$ cat config.mk
export PLATFORM = sky130hd
export DESIGN_NAME = seq_stage_ctrl
export DESIGN_NICKNAME = d
export VERILOG_FILES = /design/src/rtl/seq_stage_ctrl.sv
export SDC_FILE = /design/constraint.sdc
export NUM_CORES = 1
export LEC_CHECK = 0
export ABC_AREA = 1
export ABC_CLOCK_PERIOD_IN_PS = 3850
export CORE_ASPECT_RATIO = 0.75
export CORE_MARGIN = 2
export CORE_UTILIZATION = 45
export CTS_CLUSTER_SIZE = 10
export DETAILED_ROUTE_END_ITERATION = 6
export PLACE_DENSITY = 0.71
export SLEW_MARGIN = 20
export SYNTH_ARGS = -nofsm -noshare
export SYNTH_HDL_FRONTEND = slang
export SYNTH_SLANG_ARGS = --single-unit
$ cat constraint.sdc
create_clock -name clk -period 3.85 [get_ports clk]
set_input_delay 1.155 -clock clk [delete_from_list [all_inputs] [get_ports clk]]
set_output_delay 1.155 -clock clk [all_outputs]
set_load 0.05 [all_outputs]
$ cat src/rtl/seq_stage_ctrl.sv
// rtl/seq_stage_ctrl.sv - Y86-64 sequential-datapath stage sequencer with CC, status and retire count
module seq_stage_ctrl #(
    parameter int MEM_TIMEOUT = 16,
    parameter int CNT_W       = 32
) (
    input  logic             clk,
    input  logic             rst,
    input  logic             start,
    input  logic             instr_valid,
    input  logic             imem_error,
    input  logic [3:0]       icode,
    input  logic [2:0]       cf_in,
    input  logic             mem_ready,
    input  logic             dmem_error,
    output logic             fetch_en,
    output logic             decode_en,
    output logic             exec_en,
    output logic             mem_en,
    output logic             wb_en,
    output logic             pc_en,
    output logic [2:0]       cc_out,
    output logic [2:0]       stat,
    output logic             busy,
    output logic [CNT_W-1:0] instr_count
);

    localparam int TW = $clog2(MEM_TIMEOUT + 1);
    localparam logic [TW-1:0] TMO_LAST = TW'(MEM_TIMEOUT - 1);

    localparam logic [2:0] STAT_AOK = 3'd1;
    localparam logic [2:0] STAT_HLT = 3'd2;
    localparam logic [2:0] STAT_ADR = 3'd3;
    localparam logic [2:0] STAT_INS = 3'd4;

    typedef enum logic [2:0] {
        S_IDLE,
        S_FETCH,
        S_DECODE,
        S_EXECUTE,
        S_MEMORY,
        S_WRITEBACK,
        S_PCUPD,
        S_HALT
    } state_t;

    state_t        state;
    state_t        state_nx;
    logic [2:0]    stat_nx;
    logic [3:0]    icode_q;
    logic [TW-1:0] tmo_cnt;
    logic          is_mem_op;

    // Instructions that touch data memory: rmmovq, mrmovq, call, ret, pushq, popq
    always_comb begin
        is_mem_op = 1'b0;
        case (icode_q)
            4'h4, 4'h5, 4'h8, 4'h9, 4'hA, 4'hB: is_mem_op = 1'b1;
            default:                            is_mem_op = 1'b0;
        endcase
    end

    // State register and processor status
    always_ff @(posedge clk or posedge rst) begin
        if (rst) begin
            state <= S_IDLE;
            stat  <= STAT_AOK;
        end else begin
            state <= state_nx;
            stat  <= stat_nx;
        end
    end

    // Next-state and fault-status decode
    always_comb begin
        state_nx = state;
        stat_nx  = stat;
        case (state)
            S_IDLE: begin
                if (start) state_nx = S_FETCH;
            end
            S_FETCH: begin
                if (instr_valid) begin
                    if (imem_error) begin
                        stat_nx  = STAT_ADR;
                        state_nx = S_HALT;
                    end else if (icode > 4'hB) begin
                        stat_nx  = STAT_INS;
                        state_nx = S_HALT;
                    end else if (icode == 4'h0) begin
                        stat_nx  = STAT_HLT;
                        state_nx = S_HALT;
                    end else begin
                        state_nx = S_DECODE;
                    end
                end
            end
            S_DECODE:  state_nx = S_EXECUTE;
            S_EXECUTE: state_nx = S_MEMORY;
            S_MEMORY: begin
                if (!is_mem_op) begin
                    state_nx = S_WRITEBACK;
                end else if (mem_ready) begin
                    if (dmem_error) begin
                        stat_nx  = STAT_ADR;
                        state_nx = S_HALT;
                    end else begin
                        state_nx = S_WRITEBACK;
                    end
                end else if (tmo_cnt == TMO_LAST) begin
                    stat_nx  = STAT_ADR;
                    state_nx = S_HALT;
                end
            end
            S_WRITEBACK: state_nx = S_PCUPD;
            S_PCUPD:     state_nx = S_FETCH;
            S_HALT:      state_nx = S_HALT;
            default:     state_nx = S_IDLE;
        endcase
    end

    // Stage enables are registered from the next state so each one is high exactly while its stage is active
    always_ff @(posedge clk or posedge rst) begin
        if (rst) begin
            fetch_en  <= 1'b0;
            decode_en <= 1'b0;
            exec_en   <= 1'b0;
            mem_en    <= 1'b0;
            wb_en     <= 1'b0;
            pc_en     <= 1'b0;
        end else begin
            fetch_en  <= (state_nx == S_FETCH);
            decode_en <= (state_nx == S_DECODE);
            exec_en   <= (state_nx == S_EXECUTE);
            mem_en    <= (state_nx == S_MEMORY) && is_mem_op;
            wb_en     <= (state_nx == S_WRITEBACK);
            pc_en     <= (state_nx == S_PCUPD);
        end
    end

    // Latch icode on the accepted fetch cycle so later stages ignore fetch-bus changes
    always_ff @(posedge clk or posedge rst) begin
        if (rst) begin
            icode_q <= 4'h0;
        end else if (state == S_FETCH && instr_valid) begin
            icode_q <= icode;
        end
    end

    // Condition codes are written only by OPq as it leaves EXECUTE
    always_ff @(posedge clk or posedge rst) begin
        if (rst) begin
            cc_out <= 3'b001;
        end else if (state == S_EXECUTE && icode_q == 4'h6) begin
            cc_out <= cf_in;
        end
    end

    // Memory wait counter; held at zero outside MEMORY so every entry starts fresh
    always_ff @(posedge clk or posedge rst) begin
        if (rst) begin
            tmo_cnt <= '0;
        end else if (state != S_MEMORY) begin
            tmo_cnt <= '0;
        end else if (tmo_cnt != TMO_LAST) begin
            tmo_cnt <= tmo_cnt + 1'b1;
        end
    end

    // Retire count advances once per completed instruction, wrapping naturally
    always_ff @(posedge clk or posedge rst) begin
        if (rst) begin
            instr_count <= '0;
        end else if (state == S_PCUPD) begin
            instr_count <= instr_count + 1'b1;
        end
    end

    assign busy = (state != S_IDLE) && (state != S_HALT);

endmodule

==> results.toml <==
[run_status]
status = "finished, final reports clean"

[timing]
clock_skew_ns = 0.00588
min_period_ns = 3.26
finalSetupViolCount = 0
rsz0062_at_grt = "no"
slew_viol_final = 0
finalCritPeriodShare_pct = 84.7
maxSlewHeadroom_pct = 58.3
clock.fmax_mhz = 307
fin_setup_tns_ns = 0
hold_violations = 0
worst_pin_slew_ns = 0.625

[clocking]
clkTransAtPathRegs_ns = 0.09
ctsResizeCount = 0
post-cts-setup-buffers = 0
numCtsBuffers = 5
cts_max_level = 2
cts_hold_buf = 0
clockBufferDepth = 2
cts_tree = "built"
clockRootBuffer = "clkbuf_8"
clock_sinks = 56
clk_latency_ns = 0.30

[routing]
wl_per_cell_um = 12.2
wirelength_um = 6110
drc = 0
viasPerCell = 4.81
drt-pass1-iter-count = 4
via_count = 2412
ant_nets = 0
drt_iter0_drc = 108

[pwr]
p_per_area_nw_per_um2 = 532
ir_drop_mv = 0.300
total_power_mw = 1.97
power_leakage_nw = 1.86

[run]
maxCapViolCount = 0

[setup_path]
crit_arrival_ns = 2.11
required_ns = 2.69
r2r_start = "tmo_cnt[0]$_DFFE_PP0P_"
cp-end-kind = "output port"
crit_fanout = 8
critical_path_class = "flop to output port"
startpoint_type = "flop"
critical_path.startpoint = "state[0]$_DFF_PP0_"

[floorplan]
pin_count = 59
placementRows = 25
die_x_um = 97.6
die_h_um = 74.2
design.die.area_um2 = 7250
initial_core_util_pct = 46.8
core-area_um2 = 6320

[logic_synthesis]
syn_area_um2 = 2960
synth_area_per_cell_um2 = 8.29
synth_area_leaders = "dfrtp_1 (46%), nand2_1 (14%), inv_1 (5.8%)"
synth_warnings = 0
synth_top_area_share_pct = 45.7
ys_top_cells_by_count = "nand2_1 (107), dfrtp_1 (54), inv_1 (46)"
synth_nets = 374
ys_types = 29
synth_cells = 357
ys.flop_type = "dfrtp_1"
yosysSeqAreaShare_pct = 47.4
yosysMostFrequentCell = "nand2_1"
synth_top_area_cell = "dfrtp_1"
synth_edf_count = 0
async_flop_share_pct = 100
yosys_register_bits = 56

[global_routing]
grt_max_degree = 30
grt_use_total_pct = 18.1
antenna_found_initial = 0
grt_pass1_wl_um = 10500
first_global_vias = 2280
grt-ovfl-total = 0

[finish]
final_util_pct = 58.8
multi_input_area_um2 = 1340
final_layout_size_suffix_gt1_share_pct = 8.10
syn2layout_area_growth_pct = 25.5
n_antenna_cell = 0
regArea_um2 = 1400
final_nets = 436
fill_cells = 573

[place]
hpwl_um = 4760
portBuffers = 58
place.gp.congestion = 0.934

[worst_hold_path]
hold_class = "flop to flop"
hp-start = "stat[0]$_DFFE_PP1P_"
## sequential cells by signal, summed over array words and instances, names as in the netlist, 3 cells and up
signal / count
stat: 3
cc_out: 3
tmo_cnt: 5
icode_q: 4
instr_count: 32
state: 3
## layer usage
| layer | track usage, % | vias up | wire length (µm) |
|---|---|---|---|
| li1 | - | 1233 | - |
| met1 | 26.7 | 1108 | 3160 |
| met2 | 26.4 | 64 | 2490 |
| met3 | 4.32 | 7 | 358 |
| met4 | 6.17 | 0 | 106 |
| met5 | 0 | - | 0 |
## cells by family (layout without fill, tap and decap cells)
kind of cell             Yosys count  after routing  share of synthesized area [%]
AND/OR/NAND/NOR                  206            206                           33.7
AO/OA/AOI/OAI                     17             17                           2.96
buffers and inverters             52            115                           7.44
adder cells (fa/ha/maj)            3              3                           1.27
flip-flops                        56             56                           47.4
XOR/XNOR                          22             22                           6.77
multiplexers                       1              1                          0.381
## placed cells by master (no fill, tap or decap), drive strengths merged
cell type and count:
dfrtp 54, nand2 111, nand3 22, clkinv 1, mux2 1, nor2 49, o21ai 9, buf 1
nand4 6, a21oi 7, ha 3, nand3b 7, inv 47, a22oi 1, and2 1, dfstp 2
xnor2 7, clkdlybuf4s50 58, xor2 15, nor3 10, clkbuf 8
## per-stage QoR
| stage | cells | hold WS [ns] | setup slack, ns | cell area, µm² |
|---|---|---|---|---|
| global route | 501 | 0.500 | 0.485 | 3710 |
| global placement | 493 | 0.457 | 0.968 | 3620 |
| finish | 501 | 0.475 | 0.588 | 3710 |
| CTS | 501 | 0.480 | 0.569 | 3710 |
| floorplan | 357 | 0.480 | 1.31 | 2960 |
| detailed placement | 493 | 0.466 | 0.930 | 3620 |
## worst paths after layout
kind                       cells after the start  slack [ns]                     endpoint
max                                            5        0.59                         busy
min                                            2        0.48          stat[0]$_DFFE_PP1P_
max reg2reg                                   10        2.09          decode_en$_DFF_PP0_
min reg2reg                                    2        0.48          stat[0]$_DFFE_PP1P_
max in group asynchronous                      3        2.04  instr_count[13]$_DFFE_PP0N_
min in group asynchronous                      2        1.24        cc_out[1]$_DFFE_PP0P_
## worst max-delay path, stage by stage (launching register included)
cell and delay [ns]:
dfrtp_1 0.61, nor2_1 0.12, inv_1 0.07, nor2_1 0.05
a21oi_1 0.13, clkdlybuf4s50_1 0.82
## where the power goes
part           internal (mW)  leakage (nW)  switching (mW)
clock                  0.147        0.0455           0.182
sequential             0.705         0.738           0.120
combinational          0.269          1.08           0.549
## layout make-up
type,instances,share of cell area (%)
well taps,81,2.73
clock buffers,8,2.43
inverters,48,4.89
flip-flops and latches,56,37.8
repair buffers,59,16.2
multi-input cells,249,36.0
No activity file was read; power rests on OpenSTA's default activity.
